## config.mk

```make
export PLATFORM = sky130hd
export DESIGN_NAME = rgb_bram_writer
export DESIGN_NICKNAME = d
export VERILOG_FILES = /design/src/rtl/img_pkg.sv /design/src/rtl/pix_fifo.sv /design/src/rtl/rgb_bram_writer.sv
export SDC_FILE = /design/constraint.sdc
export NUM_CORES = 1
export LEC_CHECK = 0
export CAP_MARGIN = 10
export CELL_PAD_IN_SITES_DETAIL_PLACEMENT = 2
export CELL_PAD_IN_SITES_GLOBAL_PLACEMENT = 2
export CORE_ASPECT_RATIO = 1.1
export CORE_UTILIZATION = 34
export DETAILED_ROUTE_END_ITERATION = 12
export HOLD_SLACK_MARGIN = 0.12
export PLACE_DENSITY_LB_ADDON = 0.1
export SYNTH_ARGS = -nofsm -noshare
export SYNTH_HDL_FRONTEND = slang
export SYNTH_SLANG_ARGS = --single-unit
```

## constraint.sdc

```tcl
create_clock -name clk -period 2.35 [get_ports clk]
set_input_delay 0.47 -clock clk [delete_from_list [all_inputs] [get_ports clk]]
set_output_delay 0.47 -clock clk [all_outputs]
set_load 0.02 [all_outputs]
```

## src/rtl/img_pkg.sv

```systemverilog
// Shared pixel and writer-state types for the image write-back path.
package img_pkg;

  localparam int PIX_W = 8;

  typedef struct packed {
    logic [PIX_W-1:0] r;
    logic [PIX_W-1:0] g;
    logic [PIX_W-1:0] b;
  } rgb_pixel_t;

  typedef enum logic [1:0] {
    IDLE = 2'd0,
    RUN  = 2'd1,
    DONE = 2'd2
  } wr_state_t;

endpackage

```

## src/rtl/pix_fifo.sv

```systemverilog
// Small synchronous FIFO holding packed RGB pixels between the filter and the BRAM writer.
// Occupancy is a registered count, so full/empty only reflect completed pushes and pops.
module pix_fifo #(
  parameter int WIDTH = 24,
  parameter int DEPTH = 4
) (
  input  logic             clk,
  input  logic             reset,
  input  logic             push,
  input  logic             pop,
  input  logic [WIDTH-1:0] din,
  output logic [WIDTH-1:0] dout,
  output logic             full,
  output logic             empty
);

  localparam int AW = $clog2(DEPTH);
  localparam logic [AW:0]   DEPTH_C = (AW + 1)'(DEPTH);
  localparam logic [AW:0]   CNT_ONE = (AW + 1)'(1);
  localparam logic [AW-1:0] PTR_ONE = AW'(1);

  logic [WIDTH-1:0] mem_q [DEPTH];
  logic [AW-1:0]    wr_ptr_q, wr_ptr_d;
  logic [AW-1:0]    rd_ptr_q, rd_ptr_d;
  logic [AW:0]      count_q, count_d;
  logic             do_push, do_pop;

  assign full    = (count_q == DEPTH_C);
  assign empty   = (count_q == '0);
  assign do_push = push && !full;
  assign do_pop  = pop && !empty;
  assign dout    = mem_q[rd_ptr_q];

  // Pointers wrap naturally because DEPTH is a power of two.
  always_comb begin
    wr_ptr_d = wr_ptr_q;
    rd_ptr_d = rd_ptr_q;
    count_d  = count_q;
    if (do_push) wr_ptr_d = wr_ptr_q + PTR_ONE;
    if (do_pop)  rd_ptr_d = rd_ptr_q + PTR_ONE;
    case ({do_push, do_pop})
      2'b10:   count_d = count_q + CNT_ONE;
      2'b01:   count_d = count_q - CNT_ONE;
      default: count_d = count_q;
    endcase
  end

  always_ff @(posedge clk) begin
    if (reset) begin
      wr_ptr_q <= '0;
      rd_ptr_q <= '0;
      count_q  <= '0;
    end else begin
      wr_ptr_q <= wr_ptr_d;
      rd_ptr_q <= rd_ptr_d;
      count_q  <= count_d;
    end
  end

  always_ff @(posedge clk) begin
    if (do_push) mem_q[wr_ptr_q] <= din;
  end

endmodule

```

## src/rtl/rgb_bram_writer.sv

```systemverilog
// Write-back end of the image pipeline: buffers filtered RGB pixels and writes one frame
// into three BRAM channels at addresses 0..NUM_PIXELS-1, then pulses frame_done.
module rgb_bram_writer #(
  parameter int PIX_W      = 8,
  parameter int ADDR_W     = 9,
  parameter int NUM_PIXELS = 256,
  parameter int FIFO_DEPTH = 4
) (
  input  logic              clk,
  input  logic              reset,
  input  logic              start,
  input  logic              in_valid,
  output logic              in_ready,
  input  logic [PIX_W-1:0]  in_red,
  input  logic [PIX_W-1:0]  in_green,
  input  logic [PIX_W-1:0]  in_blue,
  input  logic              wr_grant,
  output logic              bram_en,
  output logic              bram_we,
  output logic [ADDR_W-1:0] bram_addr,
  output logic [PIX_W-1:0]  bram_din_r,
  output logic [PIX_W-1:0]  bram_din_g,
  output logic [PIX_W-1:0]  bram_din_b,
  output logic              busy,
  output logic              frame_done,
  output logic [ADDR_W:0]   pixel_count,
  output logic              drop_err
);

  import img_pkg::*;

  localparam int DW = 3 * PIX_W;
  localparam logic [ADDR_W:0]   NUM_PIX_C = (ADDR_W + 1)'(NUM_PIXELS);
  localparam logic [ADDR_W:0]   CNT_ONE   = (ADDR_W + 1)'(1);
  localparam logic [ADDR_W-1:0] ADDR_ONE  = ADDR_W'(1);

  wr_state_t         state_q, state_d;
  logic [ADDR_W:0]   accept_cnt_q, accept_cnt_d;
  logic [ADDR_W:0]   pixel_count_q, pixel_count_d;
  logic [ADDR_W-1:0] wr_idx_q, wr_idx_d;
  logic [ADDR_W-1:0] addr_q, addr_d;
  logic [DW-1:0]     din_q, din_d;
  logic              we_q, we_d;
  logic              drop_err_q, drop_err_d;

  logic              fifo_push, fifo_pop, fifo_full, fifo_empty;
  logic [DW-1:0]     fifo_dout;
  logic              ready_int;

  // Ready looks only at registered state, so a same-cycle pop never frees a slot for a push.
  assign ready_int = (state_q == RUN) && !fifo_full && (accept_cnt_q < NUM_PIX_C);
  assign fifo_push = in_valid && ready_int;
  assign fifo_pop  = (state_q == RUN) && !fifo_empty && wr_grant;

  pix_fifo #(
    .WIDTH (DW),
    .DEPTH (FIFO_DEPTH)
  ) u_fifo (
    .clk   (clk),
    .reset (reset),
    .push  (fifo_push),
    .pop   (fifo_pop),
    .din   ({in_red, in_green, in_blue}),
    .dout  (fifo_dout),
    .full  (fifo_full),
    .empty (fifo_empty)
  );

  always_comb begin
    state_d       = state_q;
    accept_cnt_d  = accept_cnt_q;
    pixel_count_d = pixel_count_q;
    wr_idx_d      = wr_idx_q;
    addr_d        = addr_q;
    din_d         = din_q;
    we_d          = 1'b0;
    drop_err_d    = drop_err_q;

    case (state_q)
      IDLE: begin
        if (start) begin
          state_d       = RUN;
          accept_cnt_d  = '0;
          pixel_count_d = '0;
          wr_idx_d      = '0;
          drop_err_d    = 1'b0;
        end else if (in_valid) begin
          drop_err_d = 1'b1;
        end
      end
      RUN: begin
        // The strobe visible now is the last one of the frame.
        if (we_q && (pixel_count_q == NUM_PIX_C)) state_d = DONE;
      end
      DONE: begin
        state_d = IDLE;
        if (in_valid) drop_err_d = 1'b1;
      end
      default: state_d = IDLE;
    endcase

    if (fifo_push) accept_cnt_d = accept_cnt_q + CNT_ONE;

    // A pop becomes a write strobe on the next cycle; addr/din otherwise hold.
    if (fifo_pop) begin
      we_d          = 1'b1;
      addr_d        = wr_idx_q;
      din_d         = fifo_dout;
      wr_idx_d      = wr_idx_q + ADDR_ONE;
      pixel_count_d = pixel_count_q + CNT_ONE;
    end
  end

  always_ff @(posedge clk) begin
    if (reset) begin
      state_q       <= IDLE;
      accept_cnt_q  <= '0;
      pixel_count_q <= '0;
      wr_idx_q      <= '0;
      addr_q        <= '0;
      din_q         <= '0;
      we_q          <= 1'b0;
      drop_err_q    <= 1'b0;
    end else begin
      state_q       <= state_d;
      accept_cnt_q  <= accept_cnt_d;
      pixel_count_q <= pixel_count_d;
      wr_idx_q      <= wr_idx_d;
      addr_q        <= addr_d;
      din_q         <= din_d;
      we_q          <= we_d;
      drop_err_q    <= drop_err_d;
    end
  end

  assign in_ready    = ready_int;
  assign bram_en     = we_q;
  assign bram_we     = we_q;
  assign bram_addr   = addr_q;
  assign bram_din_r  = din_q[DW-1 -: PIX_W];
  assign bram_din_g  = din_q[2*PIX_W-1 -: PIX_W];
  assign bram_din_b  = din_q[PIX_W-1:0];
  assign busy        = (state_q == RUN);
  assign frame_done  = (state_q == DONE);
  assign pixel_count = pixel_count_q;
  assign drop_err    = drop_err_q;

endmodule

```

# ---- Word-level counts from Yosys, hierarchy flattened
# Memories as Yosys holds them, arrays and structs flattened. A register that Yosys moved wholly into a read port is not among the register bits.
# Cells that the tools add are included.
dict set report totals {
  output_inout_bits 49
  ff_bits 49
  mem_bits_rw 96
  elab_cells 65
  in_bits 29
  n_memories 1
}
# name words word_bits rd rd_clocked_by_memory_dff wr line_no
set memory_table {}
lappend memory_table {u_fifo.mem_q 4 24 1 1 1 pix_fifo.sv:22} ;# logic [WIDTH-1:0] mem_q [DEPTH];
dict set report classes {
  n_reduce_logical 21
  n_eq_ne 8
  n_mux 17
  add_sub_neg 7
  order_cmp 1
}
# operator count
set op_table {}
lappend op_table {{10-bit two-way mux} 4}
lappend op_table {{9-bit two-way mux} 3}
lappend op_table {{10-bit by 1-bit adder with 10-bit output (second input constant)} 2}
lappend op_table {{2-bit nonzero test} 6}
lappend op_table {{10-bit by 9-bit equality test with 1-bit output (second input constant)} 1}
lappend op_table {{10-bit by 9-bit < comparator with 1-bit output (second input constant)} 1}
lappend op_table {{9-bit by 1-bit adder with 9-bit output (second input constant)} 1}
lappend op_table {{1-bit logical AND} 8}
lappend op_table {{3-bit case mux with 2 select lines} 1}
lappend op_table {{2-bit AND reduction} 3}
lappend op_table {{1-bit two-way mux} 5}
lappend op_table {{2-bit by 1-bit adder with 2-bit output (second input constant)} 2}
lappend op_table {{2-bit by 1-bit equality test with 1-bit output (second input constant)} 2}
lappend op_table {{2-bit equality test (second input constant)} 2}
lappend op_table {{2-bit two-way mux} 2}
lappend op_table {{2-bit case mux with 2 select lines} 1}
lappend op_table {{3-bit by 1-bit adder with 3-bit output (second input constant)} 1}
lappend op_table {{3-bit equality test (second input constant)} 1}
lappend op_table {{3-bit zero test} 1}
lappend op_table {{3-bit by 1-bit subtractor with 3-bit output (second input constant)} 1}
lappend op_table {{1-bit zero test} 2}
lappend op_table {{2-bit zero test} 1}
lappend op_table {{2-bit by 1-bit inequality test with 1-bit output (second input constant)} 1}
lappend op_table {{2-bit inequality test (second input constant)} 1}
lappend op_table {{1-bit case mux with 2 select lines} 1}

# ---- Depth between registers and ports, before layout
# Gate-level depths: netlist (run 1).
dict set report depth {
  ltp_word 8
  ltp_mapped 10
}

# ---- By module
# Synthesis (run 1) repeated with hierarchy kept, for this count alone.
dict set report unflattened {
  hier_cells 517
  hier_area_um2 6760.2
}
# mod instances cells_each area_each_um2
set by_module_without_submodules {}
lappend by_module_without_submodules {pix_fifo 1 180 3978.8}
lappend by_module_without_submodules {rgb_bram_writer 1 337 2781.4}

# ---- Worst setup path before layout (run 1)
# OpenSTA, ideal clock, no wires.
dict set report synth_path {
  kind {input to register}
  start {in wr_grant}
  end {reg u_fifo.count_q[2]}
  slack_ns -0.009
  setup_ns 0.070
  required_ns 2.280
  cell_stages 10
  arrival_ns 2.289
  cell_sequence {and3b_2 nand2_1 clkinv_1 clkbuf_1 ha_1 inv_1 fa_1 xor2_1 or3_1 a21oi_1}
}
dict set report synth_between {
  elab_chain_cells 4
  elab_cells_between_ends 6
}
# element line_no
set synth_rtl {}
lappend synth_rtl {{start, declared} rgb_bram_writer.sv:17} ;# input logic wr_grant,
lappend synth_rtl {{1-bit logical AND *} rgb_bram_writer.sv:53} ;# assign fifo_pop = (state_q == RUN) && !fifo_empty && wr_grant;
lappend synth_rtl {{1-bit logical AND *} pix_fifo.sv:31} ;# assign do_pop = pop && !empty;
lappend synth_rtl {{net u_fifo.do_pop} pix_fifo.sv:26} ;# logic do_push, do_pop;
lappend synth_rtl {{2-bit by 1-bit equality test with 1-bit output / 2-bit equality test (equally long branches)} pix_fifo.sv:41} ;# case ({do_push, do_pop})
lappend synth_rtl {{3-bit case mux with 2 select lines / 2-bit nonzero test (equally long branches)} --}
lappend synth_rtl {{end signal, assigned} pix_fifo.sv:56} ;# count_q <= count_d;
lappend synth_rtl {{end, declared} pix_fifo.sv:25} ;# logic [AW:0] count_q, count_d;
# Mark *: on every way through the listed nets, which the timed path passes. The rest lies on a longest branch.
# A chain may end at the register's enable or synchronous reset.

# ---- Worst setup path after layout (run 1)
dict set report layout_path {
  start {reg accept_cnt_q[8]}
  end {out in_ready}
}
dict set report layout_between {
  elab_chain_cells 2
}
# element line_no
set layout_rtl {}
lappend layout_rtl {{start, declared} rgb_bram_writer.sv:38} ;# logic [ADDR_W:0] accept_cnt_q, accept_cnt_d;
lappend layout_rtl {{start signal, assigned} rgb_bram_writer.sv:126} ;# accept_cnt_q <= accept_cnt_d;
lappend layout_rtl {{10-bit by 9-bit < comparator with 1-bit output} rgb_bram_writer.sv:51} ;# assign ready_int = (state_q == RUN) && !fifo_full && (accept_cnt_q < NUM_PIX_C);
lappend layout_rtl {{1-bit logical AND} rgb_bram_writer.sv:51}
lappend layout_rtl {{end, declared} rgb_bram_writer.sv:13} ;# output logic in_ready,
# No other way between the ends.

==> results.toml, run 1 <==
[outcome]
status = "complete, no violations"

[critical_path]
critPathKind = "register to output port"
cp.arrival_ns = 1.80
critPathLaunchType = "register"
critPathMaxStageDelay_ns = 0.57
cp.required_ns = 1.88
cp-end-kind = "output port"
cp_cell_sequence = "or4b_1 -> nor2_1 -> dlygate4sd2_1"
crit_buf_inv = 1
cp_max_fo = 3
cpLargestDelayFamily = "simple AND/OR/NAND/NOR gates"
cp_slowest_cell = "or4b_1"

[timing]
finalSetupViolCount = 0
worst_pin_slew_ns = 0.631
hold_violations = 0
fin_crit_ns = 2.27
fin_crit_sh_pct = 96.4
finalWorstSetupSlack_ns = 0.0834
max_freq_ghz = 0.441
fin_worst_skew_ns = 0.0130
drv_slew = 0
rsz0062_at_grt = "no"
slew_headroom_pct = 57.7
hold_ws_ns = 0.331
fin_setup_tns_ns = 0

[finish]
final-instance-count-excl-fill = 860
diodes = 0
area_delta_synth_final_pct = 27.2
nets = 639
drive_gt1_share_pct = 15.5
postLayoutCoreUtil_pct = 44.0
final_area_um2 = 8380
fill_cells = 1865

[synth]
synth_xor_area_share_pct = 1.20
muxShareOfSynthArea_pct = 8.37
synth-compound-area-share_pct = 7.12
ys_seq_area_share_pct = 65.9
yosysUniqueCellTypes = 49
syn-cell-area_um2 = 6590
synthArstFlopShare_pct = 0
ys_ff_latch = 169
syn_area_per_cell_um2 = 13.0
syn_inst = 508
synth-adder-area-share_pct = 2.01
synth_edf_count = 96
synth_top_family_by_area = "simple AND/OR/NAND/NOR gates"
synth_simple_gate_area_share_pct = 12.6
ys.flop_type = "edfxtp_1"
syn_nets = 547
synth_warnings = 0

[route]
vias = 4422
route.detailed.drc = 0
routed_wl_um = 16600
dr.first_iter.drc_count = 198
vias_per_cell = 5.14
drt_first_pass_iters = 4
antenna_left = 0
detail_route.wl_per_cell_um = 19.3

[power]
switching_share_pct = 22.1
power_mw = 6.26
comb_power_share_pct = 5.2
clock_power_share_pct = 43.9
power_density_nw_per_um2 = 747
pwr-share-seq_pct = 50.8
p_sw_mw = 1.38
leakagePower_nw = 2.70
irDropWorstVdd_uv = 456
intPower_mw = 4.88

[cts]
clk_latency_ns = 0.42
cts_setup_buffers = 0
numCtsBuffers = 17
cts_buffer_depth = 2
clock_sinks = 169
cts_tree = "done"
h-tree-depth = 4
cts_root_buffer = "clkbuf_16"
cts_hold_buf = 0
cts.clk_slew.worst_paths_ns = 0.07

[global_routing]
grt_pass1_wl_um = 26600
grt_max_degree = 51
grtUsageTotal_pct = 17.8
antenna_found_initial = 0
grt.overflow.total = 0
grt_pass1_vias = 4888

[place]
place_inst = 828
dpl_cell_area_um2 = 7790
port_buffers = 77
place_hpwl_um = 10600
gp_congestion = 0.699
dpl_worst_slack_ns = -0.246

[floorplanning]
num_rows = 53
dieArea_um2 = 19900
fp.coreArea_um2 = 19000
num_io_pins = 78
die_x_um = 135
start_util_pct = 34.6
die_y_um = 148

[flow_run]
maxCapViolations = 0

[worst_hold_path]
hold_class = "input port to register"
[registers in the layout (all words and copies together), names as in the netlist]
| name | count |
|---|---|
| u_fifo.wr_ptr_q | 2 |
| bram_en | 1 |
| accept_cnt_q | 10 |
| drop_err | 1 |
| wr_idx_q | 9 |
| bram_addr | 9 |
| u_fifo.rd_ptr_q | 2 |
| u_fifo.mem_q | 96 |
| din_q | 24 |
| u_fifo.count_q | 3 |
| state_q | 2 |
| pixel_count | 10 |
[final cells by class]
| class | count | area (µm²) | share of cell area (%) |
|---|---|---|---|
| Clock buffer | 18 | 429 | 5.12 |
| Timing Repair Buffer | 103 | 1020 | 12.2 |
| Clock inverter | 14 | 146 | 1.75 |
| Multi-Input combinational cell | 296 | 2070 | 24.8 |
| Inverter | 13 | 48.8 | 0.582 |
| Sequential cell | 169 | 4350 | 51.9 |
| Tap cell | 247 | 309 | 3.69 |
[cell usage after synthesis, types with 2 or more instances]
cell type	count	area, µm²
nor3_1	4	20.0
nor3b_1	2	15.0
a31oi_1	2	12.5
xor2_1	4	35.0
buf_2	11	55.1
a211oi_1	6	45.0
buf_4	2	15.0
nand4_1	9	56.3
and2_1	4	25.0
nor4b_1	2	17.5
nand3_1	13	65.1
nand3b_1	3	22.5
dfxtp_1	73	1460
a311oi_1	3	26.3
nor2_1	22	82.6
inv_1	11	41.3
nand2b_1	3	18.8
nand2_1	81	304
edfxtp_1	96	2880
ha_1	9	113
o21ai_0	3	15.0
a41oi_1	2	17.5
mux4_2	24	541
or3_1	4	25.0
nor4_1	6	37.5
clkbuf_1	14	52.6
a21oi_1	62	310
xnor2_1	5	43.8
and3_1	6	37.5
buf_1	3	11.3
[placed cells by master, fill, tap and decap left out, drive strengths merged, types with 9 or more instances in the layout]
cell type / netlist / final
nor2: 22 / 22
inv: 12 / 16
dfxtp: 73 / 73
clkbuf: 14 / 18
mux4: 24 / 24
clkdlybuf4s50: 0 / 74
edfxtp: 96 / 96
nand2: 81 / 81
a21oi: 62 / 62
ha: 9 / 9
nand3: 13 / 13
nand4: 9 / 9
buf: 16 / 27
[path summary, 6_finish.rpt]
kind | start | to | slack, ns | cells after the start
setup / recovery | accept_cnt_q[8]$_SDFFE_PP0P_ | in_ready | 0.08 | 3
hold / removal | reset | u_fifo.count_q[2]$_SDFFE_PP0P_ | 0.33 | 2
setup reg to reg | u_fifo.count_q[1]$_SDFFE_PP0P_ | u_fifo.count_q[2]$_SDFFE_PP0P_ | 0.11 | 9
hold reg to reg | bram_addr[4]$_SDFFE_PP0P_ | bram_addr[4]$_SDFFE_PP0P_ | 0.46 | 2
[worst register-to-register path: stages, from the launching register on]
cell and delay (ns):
dfxtp_2 0.36, or3b_1 0.37, and3_4 0.20, inv_2 0.05, ha_1 0.15, inv_1 0.05, fa_1 0.37, xor2_1 0.16
or3_1 0.32, a21oi_2 0.15
[routing by layer]
layer | part of all wire, % | routed length, µm | vias to the layer above | global-route usage [%]
met4 | 0.83 | 138 | 0 | 4.61
met5 | 0 | 0 | - | 0
met2 | 54 | 8920 | 73 | 32.2
met1 | 42 | 7010 | 2287 | 21.1
met3 | 3.1 | 520 | 10 | 3.94
li1 | - | - | 2052 | -
[cells by family after synthesis]
group,count (synthesis)
AND/OR/NAND/NOR,169
XOR/XNOR,9
buffers and inverters,43
adder cells (fa/ha/maj),10
AO/OA/AOI/OAI,83
flip-flops,169
multiplexers,25
[repair_timing]
action                                 in CTS  in global routing
endpoints found under the hold margin       0                  0
setup endpoints to repair                   1                  2
gates resized for setup                     1                  4
[power by group through the flow]
stage	sequential, mW	clock, mW	combinational [mW]
final	3.18	2.75	0.327
after global routing	3.18	2.91	0.357
after global placement	3.24	0	0.322
after CTS	3.18	2.81	0.334
after detailed placement	3.25	0	0.334
after floorplan	3.25	0	0.146
No activity file was read; power rests on OpenSTA's default activity.
==> inputs of run 2 (changes only) <==
CORE_UTILIZATION = 38   (was 34)
clock period = 2.5 ns   (was 2.35 ns; I/O delays follow)
==> results.toml, run 2 (same netlist as run 1, synthesis figures left out) <==
[power]
power_mw = 5.82
irDropWorstVdd_uv = 469
power_density_nw_per_um2 = 697
leakagePower_nw = 2.68

[critical_path]
critPathLaunchType = "register"
cp.required_ns = 2.85
cp-end-kind = "register"
critPathKind = "register to register"
cp.arrival_ns = 2.68
cp_max_fo = 6

[floorplanning]
num_io_pins = 78
start_util_pct = 38.7
dieArea_um2 = 17900
die_y_um = 140
num_rows = 50
fp.coreArea_um2 = 17000
die_x_um = 128

[route]
detail_route.wl_per_cell_um = 19.5
route.detailed.drc = 0
vias = 4420
drt_first_pass_iters = 4
dr.first_iter.drc_count = 169
antenna_left = 0
vias_per_cell = 5.21
routed_wl_um = 16500

[cts]
cts.clk_slew.worst_paths_ns = 0.07
clock_sinks = 169
cts_buffer_depth = 2
numCtsBuffers = 17
cts_tree = "done"
clk_latency_ns = 0.43
cts_setup_buffers = 0
cts_hold_buf = 0
cts_root_buffer = "clkbuf_16"
h-tree-depth = 4

[global_routing]
antenna_found_initial = 0
grt_pass1_wl_um = 27000
grtUsageTotal_pct = 20.2
grt.overflow.total = 0
grt_max_degree = 66
grt_pass1_vias = 4877

[timing]
hold_ws_ns = 0.451
rsz0062_at_grt = "no"
fin_crit_sh_pct = 93.3
worst_pin_slew_ns = 0.774
fin_worst_skew_ns = 0.0123
drv_slew = 0
slew_headroom_pct = 48.4
max_freq_ghz = 0.429
fin_crit_ns = 2.33
hold_violations = 0
finalSetupViolCount = 0

[finish]
final-instance-count-excl-fill = 848
register_area_um2 = 4350
area_delta_synth_final_pct = 26.6
reg_top3 = "u_fifo.mem_q x96, din_q x24"
multiInputGateArea_um2 = 2070
nets = 640
drive_gt1_share_pct = 15.0
fill_cells = 1667
diodes = 0
final_area_um2 = 8350
layout_common_cells = "edfxtp_1 (96), nand2_1 (80), clkdlybuf4s50_1 (75)"
largest_reg_flops = 96
final_common_cell = "edfxtp_1"
top_register = "u_fifo.mem_q"

[place]
dpl_cell_area_um2 = 7780
gp_congestion = 0.731
port_buffers = 77
place_hpwl_um = 10500
place_inst = 816

[worst_hold_path]
hold_class = "register to register"

[flow_run]
maxCapViolations = 0

[outcome]
status = "complete, no violations"
[run 2: report_power, final]
| part | switching (mW) | total (mW) | internal (mW) |
|---|---|---|---|
| registers | 0.0193 | 2.99 | 2.97 |
| logic | 0.168 | 0.301 | 0.134 |
| clock network | 1.06 | 2.53 | 1.46 |
[run 2: path summary, 6_finish.rpt]
| path | startpoint | endpoint | slack, ns | depth (start not counted) |
|---|---|---|---|---|
| hold reg to reg | accept_cnt_q[9]$_SDFFE_PP0P_ | accept_cnt_q[9]$_SDFFE_PP0P_ | 0.45 | 2 |
| setup / recovery | u_fifo.count_q[1]$_SDFFE_PP0P_ | u_fifo.count_q[2]$_SDFFE_PP0P_ | 0.17 | 9 |
| hold / removal | accept_cnt_q[9]$_SDFFE_PP0P_ | accept_cnt_q[9]$_SDFFE_PP0P_ | 0.45 | 2 |
| setup reg to reg | u_fifo.count_q[1]$_SDFFE_PP0P_ | u_fifo.count_q[2]$_SDFFE_PP0P_ | 0.17 | 9 |
[run 2: timing repair]
item	CTS	global route
resized for setup	1	1
endpoints found under the hold margin	0	0
endpoints found under the setup margin	1	1
[run 2: layer usage]
| metal | vias to the layer above | global-route usage (%) | share of wire, % | wire, µm |
|---|---|---|---|---|
| met5 | - | 0 | 0 | 0 |
| li1 | 2054 | - | - | - |
| met3 | 22 | 4.62 | 3.2 | 525 |
| met1 | 2270 | 23.8 | 42 | 6970 |
| met2 | 74 | 36.0 | 53 | 8770 |
| met4 | 0 | 6.95 | 1.6 | 261 |
[run 2: final cells by class]
| cell class | instances | share of cell area (%) |
|---|---|---|
| multi-input cells | 296 | 24.8 |
| inverters | 13 | 0.585 |
| repair buffers | 104 | 12.3 |
| flip-flops and latches | 169 | 52.1 |
| clock inverters | 12 | 1.50 |
| well taps | 234 | 3.51 |
| clock buffers | 20 | 5.23 |
[run 2: critical path, stage by stage, from the launching register on]
cell	delay [ns]
dfxtp_1	0.37
or3b_1	0.39
and3_1	0.22
inv_2	0.07
ha_1	0.15
inv_1	0.06
fa_1	0.37
xor2_1	0.16
or3_1	0.32
a21oi_1	0.15
[run 2: per-stage QoR]
stage | setup slack (ns) | utilization (%) | setup TNS, ns
global route | 0.00493 | 49.0 | 0
global placement | -0.0544 | 45.7 | -0.0544
finish | 0.167 | 49.0 | 0
floorplan | 0.111 | - | 0
detailed placement | -0.125 | 45.7 | -0.125
CTS | 0.120 | 49.0 | 0
==> inputs of run 3 (changes only) <==
SYNTH_HIERARCHICAL = 1   (was unset)
==> results.toml, run 3 <==
[critical_path]
cp.arrival_ns = 1.87
critPathLaunchType = "register"
cp_max_fo = 10
cp.required_ns = 2.00
r2r_slack_ns = 0.15
cp_slowest_cell = "dfxtp_2"
critPathMaxStageDelay_ns = 0.34
reg2reg_to = "u_fifo/count_q[2]$_SDFFE_PP0P_"
critPathKind = "register to output port"
r2r_cells = 12
r2r-start = "u_fifo/count_q[2]$_SDFFE_PP0P_"
cp_cell_sequence = "nor3b_4 -> or3_1 -> buf_4 -> nor3_1 -> clkdlybuf4s15_1"
cp-end-kind = "output port"

[route]
vias = 4517
vias_per_cell = 5.30
drt_first_pass_iters = 4
detail_route.wl_per_cell_um = 20.1
route.detailed.drc = 0
dr.first_iter.drc_count = 166
routed_wl_um = 17200
antenna_left = 0

[global_routing]
use_met1_pct = 23.7
grt_pass1_vias = 4903
grt_pass1_wl_um = 27300
grt.overflow.total = 0
antenna_found_initial = 0
grt.busiest_layer = "met2"
globalRouteMet2Util_pct = 36.7
grt_use_met3_pct = 3.88
grt_max_degree = 49
grtUsageTotal_pct = 20.1

[synth]
synth-adder-area-share_pct = 1.96
yosysMostFrequentCell = "edfxtp_1"
synth_edf_count = 96
synth.top_cell.area_share_pct = 42.6
synthArstFlopShare_pct = 0
muxShareOfSynthArea_pct = 9.74
yosysUniqueCellTypes = 52
ys_ff_latch = 171
netlist_top_cells_count = "edfxtp_1 (96), nand2_1 (80), dfxtp_1 (75)"
syn_nets = 556
synth-compound-area-share_pct = 6.79
ys_seq_area_share_pct = 64.9
synth_top_family_by_area = "simple AND/OR/NAND/NOR gates"
yosys.area.top_type = "edfxtp_1"
netlist_top_cells_area = "edfxtp_1 (43%), dfxtp_1 (22%), mux4_2 (6.7%)"
syn_area_per_cell_um2 = 13.1
synth_warnings = 6
synth_simple_gate_area_share_pct = 12.7
ys.flop_type = "edfxtp_1"
syn-cell-area_um2 = 6760
synth_xor_area_share_pct = 0.389
syn_inst = 517

[finish]
top_register = "u_fifo/mem_q"
final_area_um2 = 8480
final-instance-count-excl-fill = 853
largest_reg_flops = 96
postLayoutCoreUtil_pct = 49.3
nets = 645
final_common_cell = "edfxtp_1"
area_delta_synth_final_pct = 25.4
layout_common_cells = "edfxtp_1 (96), nand2_1 (80), clkdlybuf4s50_1 (75)"
diodes = 0
reg_top3 = "u_fifo/mem_q x96, din_q x24"
drive_gt1_share_pct = 15.5

[timing]
fin_crit_sh_pct = 95.0
drv_slew = 0
hold_violations = 0
finalSetupViolCount = 0
fin_crit_ns = 2.37
fin_setup_tns_ns = 0
max_freq_ghz = 0.421
rsz0062_at_grt = "no"
hold_ws_ns = 0.459
finalWorstSetupSlack_ns = 0.126
slew_headroom_pct = 62.7
fin_worst_skew_ns = 0.0165
worst_pin_slew_ns = 0.559

[cts]
cts_buffer_depth = 2
numCtsBuffers = 17
cts_tree = "done"
cts_hold_buf = 0
cts.clk_slew.worst_paths_ns = 0.07
clock_sinks = 171
clk_latency_ns = 0.43
h-tree-depth = 4
cts_root_buffer = "clkbuf_16"

[power]
pwr-share-seq_pct = 51.5
irDropWorstVdd_uv = 442
power_mw = 5.86
leakagePower_nw = 2.76
intPower_mw = 4.47
clock_power_share_pct = 44.3
power_density_nw_per_um2 = 691
comb_power_share_pct = 4.2
switching_share_pct = 23.7
p_sw_mw = 1.39

[worst_hold_path]
hp-start = "bram_addr[7]$_SDFFE_PP0P_"
hold_depth = 2
min_to = "bram_addr[7]$_SDFFE_PP0P_"
hold_class = "register to register"

[place]
place_hpwl_um = 11200
place_inst = 821
port_buffers = 77
dpl_cell_area_um2 = 7890
gp_congestion = 0.779
dpl_worst_slack_ns = -0.201

[floorplanning]
fp.coreArea_um2 = 17200
num_io_pins = 78
dieArea_um2 = 18300
num_rows = 50
start_util_pct = 39.3
die_x_um = 129
die_y_um = 142

[flow_run]
maxCapViolations = 0

[outcome]
status = "complete, no violations"
[run 3: final cells by class]
| cell class | count | area (µm²) |
|---|---|---|
| Inverter | 18 | 67.6 |
| Clock inverter | 14 | 144 |
| Multi-Input combinational cell | 298 | 2160 |
| Fill cell | 1652 | 8730 |
| Sequential cell | 171 | 4390 |
| Timing Repair Buffer | 100 | 988 |
| Tap cell | 234 | 293 |
| Clock buffer | 18 | 439 |
[run 3: kinds of logic (layout without fill, tap and decap cells)]
kind of cell	count (synthesis)	count (layout)
simple gates	173	173
flops	171	171
compound gates	78	78
buf+inv	48	150
mux	34	34
fa+ha+maj	10	10
xor+xnor	3	3
[run 3: worst max-delay path by stage]
stage,slack (ns),start,end,depth (start not counted)
final,0.13,u_fifo/count_q[2]$_SDFFE_PP0P_,in_ready,5
after global routing,0.01,state_q[0]$_SDFFE_PP0P_,u_fifo/count_q[2]$_SDFFE_PP0P_,11
after CTS,0.05,u_fifo/count_q[2]$_SDFFE_PP0P_,in_ready,5
after detailed placement,-0.20,in_valid,u_fifo/count_q[2]$_SDFFE_PP0P_,12
after global placement,-0.08,wr_grant,u_fifo/count_q[2]$_SDFFE_PP0P_,11
after floorplan,0.03,u_fifo/count_q[0]$_SDFFE_PP0P_,u_fifo/count_q[2]$_SDFFE_PP0P_,14
[run 3: power by group through the flow]
stage          Sequential (mW)  Combinational [mW]  Clock [mW]
2_1_floorplan             3.08               0.107           0
3_3_place_gp              3.08               0.237           0
3_5_place_dp              3.08               0.250           0
4_1_cts                   3.02               0.252        2.66
5_1_grt                   3.02               0.269        2.76
6_report                  3.02               0.246        2.59
[run 3: worst max-delay path, delay by kind of cell, from the launching register on]
kind	cells	cell delay [ns]
flip-flops	1	0.34
AND/OR/NAND/NOR	3	0.61
buffers and inverters	2	0.50
[run 3: per-layer routing]
metal  up-vias  routed length, µm
met5         -                  0
met1      2332               7110
met3        12                576
met2        82               9310
met4         0                158
li1       2091                  -
[run 3: timing repair]
item,4_1_cts,5_1_grt
setup endpoints to repair,1,2
gates resized for setup,1,3
buffers inserted,0,0
